[src/rtl/uart_tx_fifo_pkg.sv]
// Shared definitions for the buffered UART transmitter: FSM states,
// frame geometry and the baud divider computation.
package uart_tx_fifo_pkg;

  typedef enum logic [1:0] {
    ST_IDLE  = 2'd0,
    ST_START = 2'd1,
    ST_DATA  = 2'd2,
    ST_STOP  = 2'd3
  } tx_state_e;

  localparam int FRAME_BITS = 10;
  localparam int DATA_BITS  = 8;

  // Clock cycles per serial bit; truncating division, no fractional correction.
  function automatic int calc_div(input int clk_freq, input int baud_rate);
    return clk_freq / baud_rate;
  endfunction

endpackage

[src/rtl/uart_tx_fifo_sync_fifo.sv]
// Synchronous first-word-fall-through FIFO. o_data shows the head entry
// whenever o_empty is low. Pushes while full and pops while empty are ignored.
module sync_fifo #(
  parameter int WIDTH      = 8,
  parameter int DEPTH_LOG2 = 4
) (
  input  logic                  i_clk,
  input  logic                  i_rst_n,
  input  logic                  i_push,
  input  logic [WIDTH-1:0]      i_data,
  input  logic                  i_pop,
  output logic [WIDTH-1:0]      o_data,
  output logic [DEPTH_LOG2:0]   o_count,
  output logic                  o_full,
  output logic                  o_empty
);

  localparam int DEPTH = 2 ** DEPTH_LOG2;
  localparam int CW    = DEPTH_LOG2 + 1;

  logic [WIDTH-1:0]      mem_q [DEPTH];
  logic [DEPTH_LOG2-1:0] wr_ptr_q;
  logic [DEPTH_LOG2-1:0] rd_ptr_q;
  logic [DEPTH_LOG2:0]   count_q;
  logic [DEPTH_LOG2:0]   count_d;
  logic                  full_q;
  logic                  empty_q;
  logic                  push_s;
  logic                  pop_s;

  // Qualify the requests and compute the next occupancy.
  always_comb begin
    push_s  = i_push & ~full_q;
    pop_s   = i_pop & ~empty_q;
    count_d = count_q;
    case ({push_s, pop_s})
      2'b10:   count_d = count_q + CW'(1);
      2'b01:   count_d = count_q - CW'(1);
      default: count_d = count_q;
    endcase
  end

  // Pointers, occupancy and registered full/empty flags.
  always_ff @(posedge i_clk or negedge i_rst_n) begin
    if (!i_rst_n) begin
      wr_ptr_q <= '0;
      rd_ptr_q <= '0;
      count_q  <= '0;
      full_q   <= 1'b0;
      empty_q  <= 1'b1;
    end else begin
      if (push_s) wr_ptr_q <= wr_ptr_q + DEPTH_LOG2'(1);
      if (pop_s)  rd_ptr_q <= rd_ptr_q + DEPTH_LOG2'(1);
      count_q <= count_d;
      full_q  <= (count_d == CW'(DEPTH));
      empty_q <= (count_d == CW'(0));
    end
  end

  // Storage array; contents are don't-care once pointers are reset.
  always_ff @(posedge i_clk) begin
    if (push_s) mem_q[wr_ptr_q] <= i_data;
  end

  assign o_data  = mem_q[rd_ptr_q];
  assign o_count = count_q;
  assign o_full  = full_q;
  assign o_empty = empty_q;

endmodule

[src/rtl/uart_tx_fifo.sv]
// Buffered 8N1 transmitter: bytes written through i_wr/o_bsy are queued in a
// FIFO and serialized LSB first on o_tx with contiguous back-to-back frames.
module uart_tx_fifo
  import uart_tx_fifo_pkg::*;
#(
  parameter int CLK_FREQ   = 48_000_000,
  parameter int BAUD_RATE  = 115_200,
  parameter int DEPTH_LOG2 = 4
) (
  input  logic                  i_clk,
  input  logic                  i_rst_n,
  input  logic                  i_wr,
  input  logic [7:0]            i_data,
  output logic                  o_bsy,
  output logic [DEPTH_LOG2:0]   o_count,
  output logic                  o_idle,
  output logic                  o_tx
);

  localparam int DIV   = calc_div(CLK_FREQ, BAUD_RATE);
  localparam int CNT_W = $clog2(DIV);
  localparam logic [CNT_W-1:0] CNT_LAST = CNT_W'(DIV - 1);
  localparam logic [2:0]       LAST_BIT = 3'(DATA_BITS - 1);

  tx_state_e   state_q;
  logic [CNT_W-1:0] baud_q;
  logic [2:0]  idx_q;
  logic [7:0]  shift_q;
  logic        tx_q;

  logic [7:0]  fifo_data_s;
  logic        fifo_empty_s;
  logic        baud_end_s;
  logic        pop_s;

  sync_fifo #(
    .WIDTH      (8),
    .DEPTH_LOG2 (DEPTH_LOG2)
  ) u_fifo (
    .i_clk   (i_clk),
    .i_rst_n (i_rst_n),
    .i_push  (i_wr),
    .i_data  (i_data),
    .i_pop   (pop_s),
    .o_data  (fifo_data_s),
    .o_count (o_count),
    .o_full  (o_bsy),
    .o_empty (fifo_empty_s)
  );

  // Pop the head when idle, or at the end of a stop bit so frames abut.
  always_comb begin
    baud_end_s = (baud_q == CNT_LAST);
    pop_s      = ~fifo_empty_s &
                 ((state_q == ST_IDLE) | ((state_q == ST_STOP) & baud_end_s));
    o_idle     = (state_q == ST_IDLE) & fifo_empty_s;
  end

  // Frame sequencer: state, baud counter, bit index, shifter and line driver.
  always_ff @(posedge i_clk or negedge i_rst_n) begin
    if (!i_rst_n) begin
      state_q <= ST_IDLE;
      baud_q  <= '0;
      idx_q   <= 3'd0;
      shift_q <= 8'd0;
      tx_q    <= 1'b1;
    end else begin
      case (state_q)
        ST_IDLE: begin
          baud_q <= '0;
          tx_q   <= 1'b1;
          if (!fifo_empty_s) begin
            shift_q <= fifo_data_s;
            tx_q    <= 1'b0;
            state_q <= ST_START;
          end
        end
        ST_START: begin
          if (baud_end_s) begin
            baud_q  <= '0;
            idx_q   <= 3'd0;
            tx_q    <= shift_q[0];
            state_q <= ST_DATA;
          end else begin
            baud_q <= baud_q + CNT_W'(1);
          end
        end
        ST_DATA: begin
          if (baud_end_s) begin
            baud_q <= '0;
            if (idx_q == LAST_BIT) begin
              tx_q    <= 1'b1;
              state_q <= ST_STOP;
            end else begin
              idx_q   <= idx_q + 3'd1;
              shift_q <= {1'b0, shift_q[7:1]};
              tx_q    <= shift_q[1];
            end
          end else begin
            baud_q <= baud_q + CNT_W'(1);
          end
        end
        ST_STOP: begin
          if (baud_end_s) begin
            baud_q <= '0;
            if (!fifo_empty_s) begin
              shift_q <= fifo_data_s;
              tx_q    <= 1'b0;
              state_q <= ST_START;
            end else begin
              tx_q    <= 1'b1;
              state_q <= ST_IDLE;
            end
          end else begin
            baud_q <= baud_q + CNT_W'(1);
          end
        end
        default: begin
          baud_q  <= '0;
          tx_q    <= 1'b1;
          state_q <= ST_IDLE;
        end
      endcase
    end
  end

  assign o_tx = tx_q;

endmodule
[config.mk]
export PLATFORM = sky130hd
export DESIGN_NAME = uart_tx_fifo
export DESIGN_NICKNAME = d
export VERILOG_FILES = /design/src/rtl/uart_tx_fifo_pkg.sv /design/src/rtl/uart_tx_fifo_sync_fifo.sv /design/src/rtl/uart_tx_fifo.sv
export SDC_FILE = /design/constraint.sdc
export NUM_CORES = 1
export LEC_CHECK = 0
export CAP_MARGIN = 10
export CORE_ASPECT_RATIO = 0.9
export CORE_UTILIZATION = 55
export CTS_CLUSTER_SIZE = 10
export DETAILED_ROUTE_END_ITERATION = 8
export PLACE_DENSITY = 0.75
export SLEW_MARGIN = 20
export SYNTH_ARGS = -nofsm -noshare
export SYNTH_HDL_FRONTEND = slang
export SYNTH_SLANG_ARGS = --single-unit
[constraint.sdc]
create_clock -name i_clk -period 3.2 [get_ports i_clk]
set_clock_uncertainty 0.15 [all_clocks]
set_input_delay 0.64 -clock i_clk [delete_from_list [all_inputs] [get_ports i_clk]]
set_output_delay 0.64 -clock i_clk [all_outputs]
set_load 0.02 [all_outputs]
After elaboration in Yosys (flattened, before gate mapping)
Memory sizes are Yosys's and may differ from the RTL's.
Cells that the tools add are included.
- register bits: 38
- bits in writable memories: 128
- input bits: 11
- word-level logic and storage cells: 75
- memories: 1
- add/sub/neg operators: 6
- equal/unequal tests: 14
- multiplexer cells: 27
- bitwise logic cells: 8
- reduce and logical (&&, ||, !) cells: 9
- memory list (memory ; depth ; bits a word ; rd ports ; clocked after memory_dff ; write ports ; RTL line ; source):
    u_fifo.mem_q ; 16 ; 8 ; 1 ; 0 ; 1 ; uart_tx_fifo_sync_fifo.sv:21 ; logic [WIDTH-1:0] mem_q [DEPTH];
- operators with widths (operator ; count):
    two-way mux 8 bit ; 4
    case mux 8 bit (3 select lines) ; 1
    case mux 9 bit (2 select lines) ; 1
    != test 2 bit (second input constant) ; 6
    two-way mux 2 bit ; 5
    case mux 5 bit (2 select lines) ; 1
    adder 9 x 1 -> 9 bit (second input constant) ; 1
    equality test 9 bit (second input constant) ; 1
    two-way mux 3 bit ; 3
    two-way mux 9 bit ; 1
    adder 4 x 1 -> 4 bit (second input constant) ; 2
    two-way mux 1 bit ; 8
    case mux 2 bit (4 select lines) ; 1
    AND reduction 4 bit ; 2
    equality test 2 bit (second input constant) ; 3
    case mux 3 bit (2 select lines) ; 1
    adder 5 x 1 -> 5 bit (second input constant) ; 1
    bitwise AND 1 bit ; 5
    equality test 5 bit (second input constant) ; 1
    logical NOT 5 bit ; 1
    AND reduction 5 bit ; 1
    subtractor 5 x 1 -> 5 bit (second input constant) ; 1
    equality test 2 x 1 -> 1 bit (second input constant) ; 2
    case mux 1 bit (4 select lines) ; 1
    other kinds (9) ; 10

Depth between registers and ports, before layout
- word-level depth: 8
- mapped depth: 12

By module
From an unflattened synthesis, not the netlist that was laid out.
- cell total of the unflattened synthesis: 397
- area, all modules: 7083.0 um^2
- by module, submodules not included (module ; times used ; cells each ; area each (um^2) ; sequential area each (um^2)):
    sync_fifo ; 1 ; 276 ; 5761.8 ; 4220.3
    uart_tx_fifo ; 1 ; 121 ; 1321.3 ; 576.8

Least setup slack after synthesis
No wires, ideal clock.
- path kind: register to register
- start point: reg baud_q[0]
- end point: reg u_fifo.full_q, in the netlist u_fifo.o_full
- setup time: 0.080 ns
- data arrival time: 2.762 ns
- data required time: 2.970 ns
- path slack: 0.208 ns
- cell stages (with the launch flop): 12
- buffers on the path: 2
- period minus slack after synthesis: 2.992 ns
- cells stage by stage: dfrtp_1 -> ha_1 -> and4_1 -> buf_6 -> a31oi_4 -> nor2_1 -> ha_1 -> clkbuf_1 -> or4b_2 -> a21oi_1 -> nor3_1 -> nor3b_2
- cells in the longest elaborated chain, start to end: 8
- RTL lines (item ; RTL line ; source):
    from (decl) ; uart_tx_fifo.sv:26 ; logic [CNT_W-1:0] baud_q;
    from (signal assigned) ; uart_tx_fifo.sv:85 ; baud_q <= baud_q + CNT_W'(1);
    from (signal assigned) ; uart_tx_fifo.sv:100 ; baud_q <= baud_q + CNT_W'(1);
    from (signal assigned) ; uart_tx_fifo.sv:115 ; baud_q <= baud_q + CNT_W'(1);
    equality test 9 bit * ; uart_tx_fifo.sv:53 ; baud_end_s = (baud_q == CNT_LAST);
    bitwise AND 1 bit * ; uart_tx_fifo.sv:55 ; ((state_q == ST_IDLE) | ((state_q == ST_STOP) & baud_end_s));
    bitwise OR 1 bit * ; uart_tx_fifo.sv:55 ;
    bitwise AND 1 bit * ; uart_tx_fifo.sv:54 ; pop_s = ~fifo_empty_s &
    bitwise AND 1 bit * ; uart_tx_fifo_sync_fifo.sv:34 ; pop_s = i_pop & ~empty_q;
    equality test 2 x 1 -> 1 bit / equality test 2 bit (equally long branches) ; uart_tx_fifo_sync_fifo.sv:36 ; case ({push_s, pop_s})
    case mux 5 bit (2 select lines) * ; uart_tx_fifo_sync_fifo.sv:36 ;
    equality test 5 bit * ; uart_tx_fifo_sync_fifo.sv:55 ; full_q <= (count_d == CW'(DEPTH));
    to (signal assigned) ; uart_tx_fifo_sync_fifo.sv:55 ;
    to (decl) ; uart_tx_fifo_sync_fifo.sv:26 ; logic full_q;
Every way passes the cells marked *; elsewhere a longest branch is shown, timed or not.
A chain may end at the register's enable or synchronous reset.

Worst setup path in the final report
Same ends and word-level chain as after synthesis.

==> flow_metrics.env <==
export IMPL_clock_path_buffers=2
export IMPL_cts_setup_buffers=0
export IMPL_powerDensity_nw_per_um2=660
export IMPL_synth_cell_type_count=60
export IMPL_vdd_drop_max_mv=0.657
export IMPL_placed_area_um2=7530
export IMPL_min_period_over_period_pct=96.0
export IMPL_antenna_found_initial=0
export IMPL_arrival_ns=3.26
export IMPL_rrSetupSlack_ns=0.13
export IMPL_slew_viol_final=0
export IMPL_path_class="flip-flop to flip-flop"
export IMPL_syn_nets=448
export IMPL_drc=0
export IMPL_synth_most_common_cell="edfxtp_1"
export IMPL_crit_path_end_kind="flip-flop"
export IMPL_vias=3702
export IMPL_finish_instance_area_um2=8090
export IMPL_drt_total_wl_um=13000
export IMPL_reg2regPathDepth=10
export IMPL_post_dp_hpwl_um=8300
export IMPL_cts_root_buf="clkbuf_16"
export IMPL_num_io_pins=19
export IMPL_hold_buffers=0
export IMPL_synth_top_area_share_pct=53.6
export IMPL_grt_pass1_wl_um=20400
export IMPL_synth_seq_cells=166
export IMPL_clkTransAtPathRegs_ns=0.07
export IMPL_pwr_share_comb_pct=13.0
export IMPL_die_x_um=122
export IMPL_dieArea_um2=13500
export IMPL_cts_resized=0
export IMPL_slew_headroom_pct=41.1
export IMPL_num_antenna_cells=0
export IMPL_rsz0062_at_grt="no"
export IMPL_gr_total_overflow=0
export IMPL_drt_iter0_markers=250
export IMPL_worst_r2r_startpoint="baud_q[0]"
export IMPL_synth_common_cells="edfxtp_1 (128), mux4_2 (40), dfrtp_1 (36), nor2_1 (24), and2_1 (19)"
export IMPL_tightest_slew_ns=0.883
export IMPL_intPower_mw=3.95
export IMPL_synth_largest_area_cell="edfxtp_1"
export IMPL_syn2layout_area_growth_pct=13.0
export IMPL_critical_path_max_fanout=7
export IMPL_synthCells=421
export IMPL_nets=475
export IMPL_clk_latency_ns=0.43
export IMPL_antenna_left=0
export IMPL_grt_usage_pct=21.5
export IMPL_p_sw_mw=1.40
export IMPL_drv_cap=0
export IMPL_portBuffers=18
export IMPL_min_path_type="input pin to async pin"
export IMPL_swShare_pct=26.1
export IMPL_layout_drive_gt1_share_pct=21.0
export IMPL_p_clk_share_pct=36.5
export IMPL_num_rows=39
export IMPL_grt_pass1_vias=3682
export IMPL_timing_hold_ws_ns=0.184
export IMPL_synth_edff_count=128
export IMPL_post_drt_wl_per_cell_um=20.8
export IMPL_async_flop_share_pct=22.9
export IMPL_chipHeight_um=110
export IMPL_setup_viol=0
export IMPL_cts_tree="built"
export IMPL_startpoint="baud_q[0]"
export IMPL_htreeDepth=4
export IMPL_seqPwrFrac_pct=50.5
export IMPL_avgSynthCellArea_um2=17.0
export IMPL_initial_core_util_pct=56.5
export IMPL_grt_max_degree=39
export IMPL_firstDrtPassIters=4
export IMPL_finalWeightedCongestion=0.779
export IMPL_ys_top_cells_by_area="edfxtp_1 (54%), dfrtp_1 (13%), mux4_2 (13%)"
export IMPL_vias_per_cell=5.92
export IMPL_r2r_end="u_fifo.o_full"
export IMPL_worstPathRequired_ns=3.39
export IMPL_hold_viol=0
export IMPL_p_leak_nw=2.83
export IMPL_crit_end="u_fifo.o_full"
export IMPL_max_freq_mhz=325
export IMPL_ys_flop_type="edfxtp_1"
export IMPL_period_minus_slack_ns=3.07
export IMPL_core_area_um2=12700
export IMPL_cts_made_buffers=17
export IMPL_outcome="complete, no violations"
export IMPL_cts_sinks=166
export IMPL_place_ws_ns=-0.0433
export IMPL_seq_area_frac_synth_pct=66.9
export IMPL_tns_ns=0
export IMPL_synth_warnings=0
export IMPL_syn_cell_area_um2=7170
export IMPL_fin_ws_ns=0.127
export IMPL_start_kind="flip-flop"
-- cells in the final DEF (no fill, tap or decap), drive strengths merged, types with 15 or more instances in the layout --
| cell | n |
|---|---|
| mux4 | 40 |
| nand2 | 16 |
| dfrtp | 36 |
| clkbuf | 18 |
| ha | 16 |
| and2 | 20 |
| inv | 15 |
| edfxtp | 128 |
| nor2 | 24 |
| clkdlybuf4s50 | 17 |
-- flip-flops by register name, summed over array words and instances (netlist names) --
name,cells
baud_q,9
idx_q,3
o_tx,1
shift_q,8
state_q,2
u_fifo.mem_q,128
u_fifo.o_count,5
u_fifo.o_empty,1
u_fifo.o_full,1
u_fifo.rd_ptr_q,4
u_fifo.wr_ptr_q,4
-- routing by layer --
metal  vias up  wire length [µm]  global-route usage (%)
met5         -                 0                       0
met4         0               232                    7.32
met3        19               618                    6.84
met2        96              6310                    33.1
met1      1885              5830                    29.3
li1       1702                 -                       -
-- stage by stage --
stage	util (%)	power (mW)	cells
floorplan	-	3.14	421
global placement	59.3	3.40	593
detailed placement	59.3	3.43	593
CTS	63.8	5.38	625
global route	63.8	5.55	625
finish	63.8	5.34	625
-- critical path, stage by stage, from the launching register on --
cell	delay, ns
dfrtp_1	0.41
ha_1	0.25
and4_1	0.26
a31oi_4	0.28
nor2_1	0.10
xor2_1	0.15
ha_1	0.31
or4b_2	0.63
a21oi_1	0.17
nor3_1	0.10
nor3b_2	0.18
-- power by group through the flow --
stage / Sequential (mW) / Combinational (mW) / Clock, mW
4_1_cts: 2.69 / 0.700 / 1.98
3_5_place_dp: 2.73 / 0.695 / 0
6_report: 2.70 / 0.696 / 1.95
3_3_place_gp: 2.72 / 0.671 / 0
5_1_grt: 2.72 / 0.763 / 2.07
2_1_floorplan: 2.72 / 0.421 / 0
-- layout make-up --
cell class                      instances  area, µm²
Multi-Input combinational cell        227       2230
Clock buffer                           18        429
Timing Repair Buffer                   28        263
Inverter                                8       30.0
Clock inverter                         14        135
Fill cell                             880       4590
Tap cell                              164        205
Sequential cell                       166       4800
-- cells by family (layout without fill, tap and decap cells) --
logic type               after synthesis  after routing  synth area share, %
AO/OA/AOI/OAI                         45             45                 4.80
buffers and inverters                 28             68                 1.89
flip-flops                           166            166                 66.9
AND/OR/NAND/NOR                      101            101                 7.72
adder cells (fa/ha/maj)               16             16                 2.79
multiplexers                          50             50                 14.0
XOR/XNOR                              15             15                 1.83
-- how the worst min path moves through the flow --
stage,end,slack (ns),depth (start not counted)
final,idx_q[1],0.18,1
after CTS,shift_q[2],0.21,1
after global placement,baud_q[0],0.33,1
after floorplan,baud_q[0],0.19,0
after global routing,idx_q[1],0.24,1
after detailed placement,baud_q[0],0.35,1
Note: power is estimated with default switching activity, not from simulation.
